===== config.mk =====
export PLATFORM = sky130hd
export DESIGN_NAME = mmio_uart_tx
export DESIGN_NICKNAME = d
export VERILOG_FILES = /design/src/rtl/mmio_uart_tx.sv
export SDC_FILE = /design/constraint.sdc
export NUM_CORES = 1
export LEC_CHECK = 0
export BUFFER_PORTS_ARGS = -buffer_cell sky130_fd_sc_hd__clkbuf_2
export CORE_MARGIN = 4
export CORE_UTILIZATION = 40
export CTS_CLUSTER_DIAMETER = 30
export CTS_CLUSTER_SIZE = 12
export DETAILED_ROUTE_END_ITERATION = 7
export HOLD_SLACK_MARGIN = 0.12
export PLACE_DENSITY = 0.59
export SETUP_SLACK_MARGIN = 0.2
export SLEW_MARGIN = 10
export SYNTH_ARGS = -nofsm -noshare
export SYNTH_HDL_FRONTEND = slang
export SYNTH_SLANG_ARGS = --single-unit

===== constraint.sdc =====
create_clock -name clk -period 9.3 [get_ports clk]
set_clock_uncertainty 0.15 [all_clocks]
set_input_delay 0 -clock clk [delete_from_list [all_inputs] [get_ports clk]]
set_output_delay 0 -clock clk [all_outputs]
set_load 0.01 [all_outputs]

===== src/rtl/mmio_uart_tx.sv =====
// MMIO peripheral on the core's data port: LED register, TX FIFO and 8N1
// serializer, with readback of status and baud divisor.
module mmio_uart_tx #(
  parameter int FIFO_DEPTH  = 4,
  parameter int DIV_DEFAULT = 234
) (
  input  logic        clk,
  input  logic        rst,
  input  logic        we,
  input  logic [31:0] addr,
  input  logic [31:0] wdata,
  output logic [31:0] rdata,
  output logic [7:0]  led,
  output logic        tx,
  output logic        busy
);

  localparam int AW = $clog2(FIFO_DEPTH);

  typedef enum logic [1:0] {IDLE, START, DATA, STOP} state_t;

  logic          sel;
  logic [1:0]    off;
  logic          wr;
  logic          push;
  logic          pop;
  logic          push_ok;
  logic          full;
  logic          empty;
  logic          ovf;
  logic [7:0]    mem [FIFO_DEPTH];
  logic [AW-1:0] wptr;
  logic [AW-1:0] rptr;
  logic [AW:0]   count;
  logic [15:0]   div;
  logic [15:0]   bdiv;
  logic [15:0]   cnt;
  logic [7:0]    shift;
  logic [2:0]    bidx;
  state_t        state;
  logic          unused;

  assign sel     = addr[7];
  assign off     = addr[1:0];
  assign wr      = we & sel;
  assign push    = wr & (off == 2'd1);
  assign full    = count == (AW+1)'(FIFO_DEPTH);
  assign empty   = count == '0;
  assign push_ok = push & (~full | pop);
  assign unused  = ^{addr[31:8], addr[6:2], wdata[31:16]};

  // Pop happens wherever the serializer loads a new frame.
  assign pop = ~empty & ((state == IDLE) |
                         ((state == STOP) & (cnt == '0)));

  always_ff @(posedge clk) begin
    if (push_ok) mem[wptr] <= wdata[7:0];
  end

  always_ff @(posedge clk) begin
    if (rst) begin
      wptr  <= '0;
      rptr  <= '0;
      count <= '0;
      ovf   <= 1'b0;
    end else begin
      if (push_ok) wptr <= wptr + 1'b1;
      if (pop) rptr <= rptr + 1'b1;
      if (push_ok & ~pop) count <= count + 1'b1;
      else if (~push_ok & pop) count <= count - 1'b1;
      if (push & full & ~pop) ovf <= 1'b1;
      else if (wr & (off == 2'd2) & wdata[3]) ovf <= 1'b0;
    end
  end

  always_ff @(posedge clk) begin
    if (rst) begin
      led <= '0;
      div <= 16'(DIV_DEFAULT);
    end else begin
      if (wr & (off == 2'd0)) led <= wdata[7:0];
      if (wr & (off == 2'd3))
        div <= (wdata[15:0] == '0) ? 16'd1 : wdata[15:0];
    end
  end

  always_ff @(posedge clk) begin
    if (rst) begin
      state <= IDLE;
      tx    <= 1'b1;
      busy  <= 1'b0;
      cnt   <= '0;
      bdiv  <= 16'd1;
      shift <= '0;
      bidx  <= '0;
    end else begin
      unique case (state)
        IDLE: begin
          if (pop) begin
            shift <= mem[rptr];
            bdiv  <= div;
            cnt   <= div - 1'b1;
            state <= START;
            tx    <= 1'b0;
            busy  <= 1'b1;
          end
        end
        START: begin
          if (cnt == '0) begin
            state <= DATA;
            tx    <= shift[0];
            bidx  <= '0;
            cnt   <= bdiv - 1'b1;
          end else begin
            cnt <= cnt - 1'b1;
          end
        end
        DATA: begin
          if (cnt == '0) begin
            cnt <= bdiv - 1'b1;
            if (bidx == 3'd7) begin
              state <= STOP;
              tx    <= 1'b1;
            end else begin
              shift <= shift >> 1;
              tx    <= shift[1];
              bidx  <= bidx + 1'b1;
            end
          end else begin
            cnt <= cnt - 1'b1;
          end
        end
        STOP: begin
          if (cnt != '0) begin
            cnt <= cnt - 1'b1;
          end else if (pop) begin
            shift <= mem[rptr];
            bdiv  <= div;
            cnt   <= div - 1'b1;
            state <= START;
            tx    <= 1'b0;
          end else begin
            state <= IDLE;
            busy  <= 1'b0;
          end
        end
        default: state <= IDLE;
      endcase
    end
  end

  always_comb begin
    rdata = '0;
    if (sel) begin
      unique case (off)
        2'd0: rdata = {24'b0, led};
        2'd1: rdata = '0;
        2'd2: rdata = {28'b0, ovf, busy, empty, full};
        2'd3: rdata = {16'b0, div};
        default: rdata = '0;
      endcase
    end
  end

endmodule


==> metrics, run 1 <==
outcome=complete, no violations; hold path cells=4; synthesized area=about 6300 um^2; Clk pin slew, worst setup/hold paths=~0.06 ns; GRT Overall Usage=17.73%; IO buf count=47; Post-synth EDFFs=32; Comb pwr share=roughly 42%; Unique masters post-synth=67; CTS max path bufs=2; Critical Path Fanout Max=18; Switch Pwr=0.9289 mW; via total after detailed routing=around 5300; number of global-route vias before repair=a little over 5000; wire length per cell=between 15 and 20 um; sum of negative setup slack=0 ns; register area=between 2000 and 3000 um^2; max_slew headroom=27.60%; CTS sink count=roughly 110; Die Span Y=approximately 130 um; first-pass GRT wire length=between 20000 and 30000 um; largest cells by area after synthesis=dfxtp_1 26%, edfxtp_1 15%, nand2_1 5.0%, nor2_1 4.4%, a21oi_1 3.7%; Final GP Congestion=roughly 0.88; Worst Reg-to-Reg Cells=12; Syn Inst Count=691; fin util=49.11%; post-CTS resize count=0; DR iter-0 viols=between 300 and 400; hpwl dp=around 11000 um; drt pass-1 iters=5; CTS tree=built; worst hold path class=primary input to flip-flop; Die X=roughly 130 um; multi-input logic area=3346 um^2; post-synthesis async set-or-reset flop share=0%; total of max-cap violations=0; Internal=1.420 mW; critical path launch point type=flip-flop; Yosys reg bits=about 110; fin crit period=between 4 and 5 ns; CP Class=flip-flop to flip-flop; fin nets=834; power density over the cells=313.4 nW/um^2; Fill cells=roughly 1400; RSZ-0062 raised after global routing=no; most numerous cell in the Yosys netlist=nand2_1; worst-skew pair later-pin latency=just over 0.4 ns; Antenna Nets Post-Route=0; clk root buf=clkbuf_16; Diodes inserted=0; Initial Util=40.97%; Top Ports=about 110; # Post-CTS Setup Buffers=0; CTS Buf Count=17; Reg power frac=28.5%; # DRC=0; area leader, netlist=dfxtp_1; final non-filler cell total=974; arrival time at the worst endpoint=between 4 and 5 ns; Seq/Total Area, Yosys=between 40% and 50%; worst ir drop on vdd=0.1308 mV; final hold violation count=0; total gr overflow=0; synthesized area per cell=9.046 um^2; Max Slew Vio Count=0; H-tree lvl count=4; Synth warnings=0; Core Region=between 15000 and 20000 um^2; area of the die=~18000 um^2; Worst Path Required=9.48 ns; Synth Flop Type=dfxtp_1; Placed Cells=908; Setup violations, final=0; sw frac=approximately 40%; power share of the clock group=slightly below 30%; Worst Max-Slew Pin Slew=~1.1 ns; Fmax=around 250 MHz; number of vias per cell=between 5 and 6; Setup crit end kind=flip-flop; Post-Route WL=15870 um; Final period util=a little over two fifths; initial antenna violation count=0; share of the synthesized area in the top cell type=about a quarter; Static Leak=2.814 nW; Row Count=45; largest net degree at the start of global routing=73; cell types with the highest counts after synthesis=84 x nand2_1, 81 x dfxtp_1, 73 x nor2_1; share of cells above drive strength 1=around 14%; Syn-to-layout area delta=19.88%
[power groups by stage]
stage / Combinational [mW] / Clock, mW / Sequential, mW
2_1_floorplan: 0.817 / 0 / 0.640
3_3_place_gp: 0.955 / 0 / 0.677
3_5_place_dp: 0.970 / 0 / 0.680
4_1_cts: 0.988 / 0.692 / 0.670
5_1_grt: 1.09 / 0.715 / 0.684
6_report: 0.996 / 0.683 / 0.670
[stage by stage]
stage | area [um^2] | hold WS, ns | setup WS, ns | power, mW
2_1_floorplan | 6307 | -0.05113 | 6.333 | 1.457
3_5_place_dp | 6533 | 0.09721 | 5.345 | 1.651
6_report | 7493 | 0.2731 | 5.272 | 2.349
4_1_cts | 7493 | 0.2426 | 5.313 | 2.350
3_3_place_gp | 6533 | 0.08878 | 5.361 | 1.633
5_1_grt | 7493 | 0.2913 | 5.015 | 2.490
[kinds of logic (layout without fill, tap and decap cells)]
logic type                 Yosys count  in the layout  synth area share (%)
AOI/OAI and AO/OA                  131            131                 13.93
xor gates and xnor gates            43             43                 6.025
adders and majority gates           17             17                 3.523
buffers and inverters               81            138                 6.125
DFF                                113            113                 41.31
muxes                               31             31                 6.625
other                                1             16               0.05999
and+or+nand+nor                    274            274                 22.40
[layout by cell type (no fill, tap or decap), drive strengths merged, types with 8 or more instances in the layout]
cell type     n
a211oi       11
a21oi        46
a22oi        11
and2         16
clkbuf       64
conb         16
dfxtp        81
dlygate4sd3  34
edfxtp       32
ha           16
inv          29
mux2i        20
mux4          8
nand2        85
nand3        11
nor2         73
nor2b        16
nor3         14
nor4         14
o21ai        14
xnor2        22
xor2         21
[final timing paths]
| path | start | slack (ns) | to |
|---|---|---|---|
| hold reg to reg | shift[2]$_SDFFE_PP0P_ | 0.31 | shift[2]$_SDFFE_PP0P_ |
| setup reg to reg | cnt[0]$_SDFF_PP0_ | 5.27 | count[2]$_SDFFE_PP0P_ |
| setup / recovery | cnt[0]$_SDFF_PP0_ | 5.27 | count[2]$_SDFFE_PP0P_ |
| hold / removal | wdata[14] | 0.27 | div[14]$_SDFFE_PP0P_ |
[worst max-delay path: stages, from the launching register on]
cell and delay [ns]:
dfxtp_1 0.35, inv_1 0.14, ha_1 0.21, nor4b_2 0.24, nand4_1 0.55, o22ai_2 0.87
inv_2 0.35, ha_1 0.31, inv_1 0.07, fa_1 0.17, xor2_1 0.08, or3_1 0.31
a21oi_1 0.13
[sequential cells by signal, indices dropped and copies added (netlist names), 3 cells and up, named ones only]
| signal | cells |
|---|---|
| mem | 32 |
| bdiv | 16 |
| led | 8 |
| cnt | 16 |
| shift | 8 |
| bidx | 3 |
| div | 16 |
| count | 3 |
[routing by layer]
layer | wire length [um] | part of all wire, % | GRT usage [%]
met1 | 7313 | 46 | 23.94
met2 | 7396 | 47 | 28.53
met3 | 886 | 5.6 | 3.498
met4 | 274 | 1.7 | 5.889
met5 | 0 | 0 | 0
[layout make-up]
cell class / instances / share of cell area (%)
multi-input cells: 512 / 44.65
flip-flops and latches: 113 / 34.46
repair buffers: 84 / 7.981
clock buffers: 17 / 5.677
well taps: 211 / 3.523
clock inverters: 15 / 2.605
inverters: 22 / 1.102
[timing repair]
action                                  in CTS  in global routing
endpoints found under the setup margin       0                  0
hold buffers                                34                  0
hold endpoints to repair                    87                  0
(Power assumes the default switching activity.)
==> inputs of run 2 (changes only) <==
--- a/config.mk
+++ b/config.mk
@@ -5,6 +5,7 @@
 export SDC_FILE = /design/constraint.sdc
 export NUM_CORES = 1
 export LEC_CHECK = 0
+export ABC_AREA = 1
 export BUFFER_PORTS_ARGS = -buffer_cell sky130_fd_sc_hd__clkbuf_2
 export CORE_MARGIN = 4
 export CORE_UTILIZATION = 40
@@ -12,7 +13,7 @@
 export CTS_CLUSTER_SIZE = 12
 export DETAILED_ROUTE_END_ITERATION = 7
 export HOLD_SLACK_MARGIN = 0.12
-export PLACE_DENSITY = 0.59
+export PLACE_DENSITY = 0.61
 export SETUP_SLACK_MARGIN = 0.2
 export SLEW_MARGIN = 10
 export SYNTH_ARGS = -nofsm -noshare
==> constraint.sdc (replaced) <==
create_clock -name clk -period 3.4 [get_ports clk]
set_clock_uncertainty 0.15 [all_clocks]
set_input_delay 0 -clock clk [delete_from_list [all_inputs] [get_ports clk]]
set_output_delay 0 -clock clk [all_outputs]
set_load 0.01 [all_outputs]
==> run 2 against run 1 <==
Against the previous run: worst hold slack worse by 0.070 ns; area after synthesis increased by 4.5%; flip-flop and latch count unchanged; worst setup slack got worse by 4.7 ns.
==> metrics, run 2 <==
outcome=complete, no violations; hold path cells=4; Final GP Congestion=roughly 0.92; arrival time at the worst endpoint=around 3.0 ns; area leader, netlist=dfxtp_1; max_slew headroom=38.62%; post-route setup slack=about 0.57 ns; post-CTS resize count=0; endpoint of the worst hold path=rdata[3]; Static Leak=3.495 nW; IO buf count=47; initial antenna violation count=0; RR Endpoint=count[2]$_SDFFE_PP0P_; CTS max path bufs=2; Worst Reg-to-Reg Cells=17; Worst Max-Slew Pin Slew=between 0.9 and 1 ns; number of global-route vias before repair=roughly 5700; most common cell after layout, fill and taps aside=nand2_1; CP Class=primary input to flip-flop; Seq/Total Area, Yosys=between 30% and 40%; largest cells by area after synthesis=dfxtp_1 25%, edfxtp_1 15%, nand2_1 12%, nand3_1 6.6%, inv_1 6.1%; largest net degree at the start of global routing=37; # DRC=0; Synth Flop Type=dfxtp_1; Die X=roughly 140 um; Synth warnings=0; CTS sink count=around 110; Row Count=46; worst ir drop on vdd=roughly 0.43 mV; cell types with the highest counts after synthesis=204 x nand2_1, 106 x inv_1, 102 x nor2_1; Max Slew Vio Count=0; number of vias per cell=~5.0; Top Ports=109; H-tree lvl count=4; Syn Inst Count=between 900 and 1000; Setup crit end kind=flip-flop; Fmax=~350 MHz; Diodes inserted=0; power density over the cells=roughly 840 nW/um^2; Post-Route WL=18160 um; Syn-to-layout area delta=19.32%; Critical Path Fanout Max=7; fin util=roughly half; share of the synthesized area in the top cell type=approximately a quarter; GRT Overall Usage=just over 20%; RSZ-0062 raised after global routing=no; Largest Register=mem; share of cells above drive strength 1=11.72%; drt pass-1 iters=6; worst reg2reg setup slack=0.60 ns; post-synthesis async set-or-reset flop share=0%; worst-skew pair later-pin latency=around 0.43 ns; DR iter-0 viols=roughly 500; worst hold start=addr[7]; critical path launch point type=primary input; CTS Buf Count=17; final hold violation count=0; Setup WS pre-CTS=0.6037 ns; Post-synth EDFFs=32; CTS tree=built; Die Span Y=~140 um; total gr overflow=0; synthesized area=between 6000 and 7000 um^2; Final period util=a little over four fifths; wire length per cell=between 10 and 15 um; fin crit period=2.832 ns; area of the die=18440 um^2; Unique masters post-synth=40; hpwl dp=13170 um; sum of negative setup slack=0 ns; reg-to-reg critical path startpoint=cnt[0]$_SDFF_PP0_; Antenna Nets Post-Route=0; Yosys reg bits=between 100 and 150; clk root buf=clkbuf_16; Initial Util=40.98%; first-pass GRT wire length=between 20000 and 30000 um; via total after detailed routing=between 6000 and 7000; Setup violations, final=0; most numerous cell in the Yosys netlist=nand2_1; Worst Path Required=around 3.6 ns; Core Region=approximately 16000 um^2; total of max-cap violations=0; worst hold path class=primary input to output pin; max reg flops=32; synthesized area per cell=slightly above 7 um^2; fin nets=about 1100; Clk pin slew, worst setup/hold paths=roughly 0.060 ns; most frequent cells in the layout=204 x nand2_1, 106 x inv_1, 102 x nor2_1, 86 x nand3_1, 81 x dfxtp_1
==> run 2: changes by cell type after synthesis, moves of 16 or more <==
cell / before / now
a21oi_1: 46 / 68
inv_1: 21 / 106
nand2_1: 84 / 204
nand3_1: 11 / 86
nor2_1: 73 / 102
nor2b_1: 16 / 0
o21ai_0: 12 / 66
xnor2_1: 22 / 3
==> run 2: what timing repair did <==
item                      in CTS  in global routing
buffers inserted               0                  0
hold buffers                  31                  0
hold endpoints to repair      88                  0
==> run 2: cell type report <==
type / instances / area, um^2
Multi-Input combinational cell: 665 / 3327
Sequential cell: 113 / 2582
Clock buffer: 17 / 425.4
Clock inverter: 15 / 161.4
Fill cell: 1586 / 8147
Timing Repair Buffer: 88 / 620.6
Tap cell: 216 / 270.3
Inverter: 109 / 409.1
==> run 2: worst max-delay path by stage <==
stage / startpoint / to / slack [ns]
after global routing: we / count[2]$_SDFFE_PP0P_ / 0.29
after detailed placement: cnt[0]$_SDFF_PP0_ / count[2]$_SDFFE_PP0P_ / 0.60
after global placement: cnt[0]$_SDFF_PP0_ / count[2]$_SDFFE_PP0P_ / 0.63
after floorplan: cnt[0]$_SDFF_PP0_ / count[2]$_SDFFE_PP0P_ / 0.85
after CTS: we / count[2]$_SDFFE_PP0P_ / 0.57
final: we / count[2]$_SDFFE_PP0P_ / 0.57
==> run 2: cells by family after synthesis <==
family / Yosys count / synth area share, %
AO/OA/AOI/OAI: 169 / 13.90
adder cells (fa/ha/maj): 17 / 3.370
XOR/XNOR: 16 / 2.145
other: 1 / 0.05739
flip-flops: 113 / 39.53
multiplexers: 6 / 0.9192
buffers and inverters: 156 / 10.55
AND/OR/NAND/NOR: 441 / 29.53
==> run 2: power breakdown <==
| part | leakage, nW | internal [mW] | switching [mW] |
|---|---|---|---|
| Sequential | 0.953 | 1.63 | 0.208 |
| Combinational | 2.25 | 0.952 | 1.96 |
| Clock | 0.288 | 1.04 | 0.751 |
| Total | 3.50 | 3.62 | 2.92 |
==> run 2: through the flow <==
step                      instance area [um^2]  hold WS (ns)  std cells  power [mW]
after floorplan                           6590      -0.05393        934       4.078
after global placement                    6890        0.1166       1160       4.678
after detailed placement                  6890        0.1206       1160       4.701
after CTS                                 7787        0.1995       1223       6.530
after global routing                      7796        0.2245       1223       7.047
final                                     7796        0.2034       1223       6.542
==> run 2: metal layers <==
metal | global-route usage [%] | share of wire, % | vias up | wire length [um]
met1 | 28.50 | 48 | 2749 | 8694
met4 | 8.511 | 2.8 | 0 | 512
met3 | 3.640 | 5.0 | 31 | 911
met2 | 31.50 | 44 | 189 | 8039
met5 | 0 | 0 | - | 0
li1 | - | - | 3146 | -
==> run 2: worst max-delay path, cell delays in order <==
cell and delay [ns]:
dlygate4sd3_1 0.52, clkbuf_2 0.09, nand2_1 0.04, dlygate4sd3_1 0.62, nor3_1 0.37, nand2_2 0.19
inv_2 0.10, ha_1 0.14, inv_1 0.07, fa_1 0.39, a21oi_1 0.14, o21ai_0 0.11
o21ai_0 0.16, a21oi_1 0.05
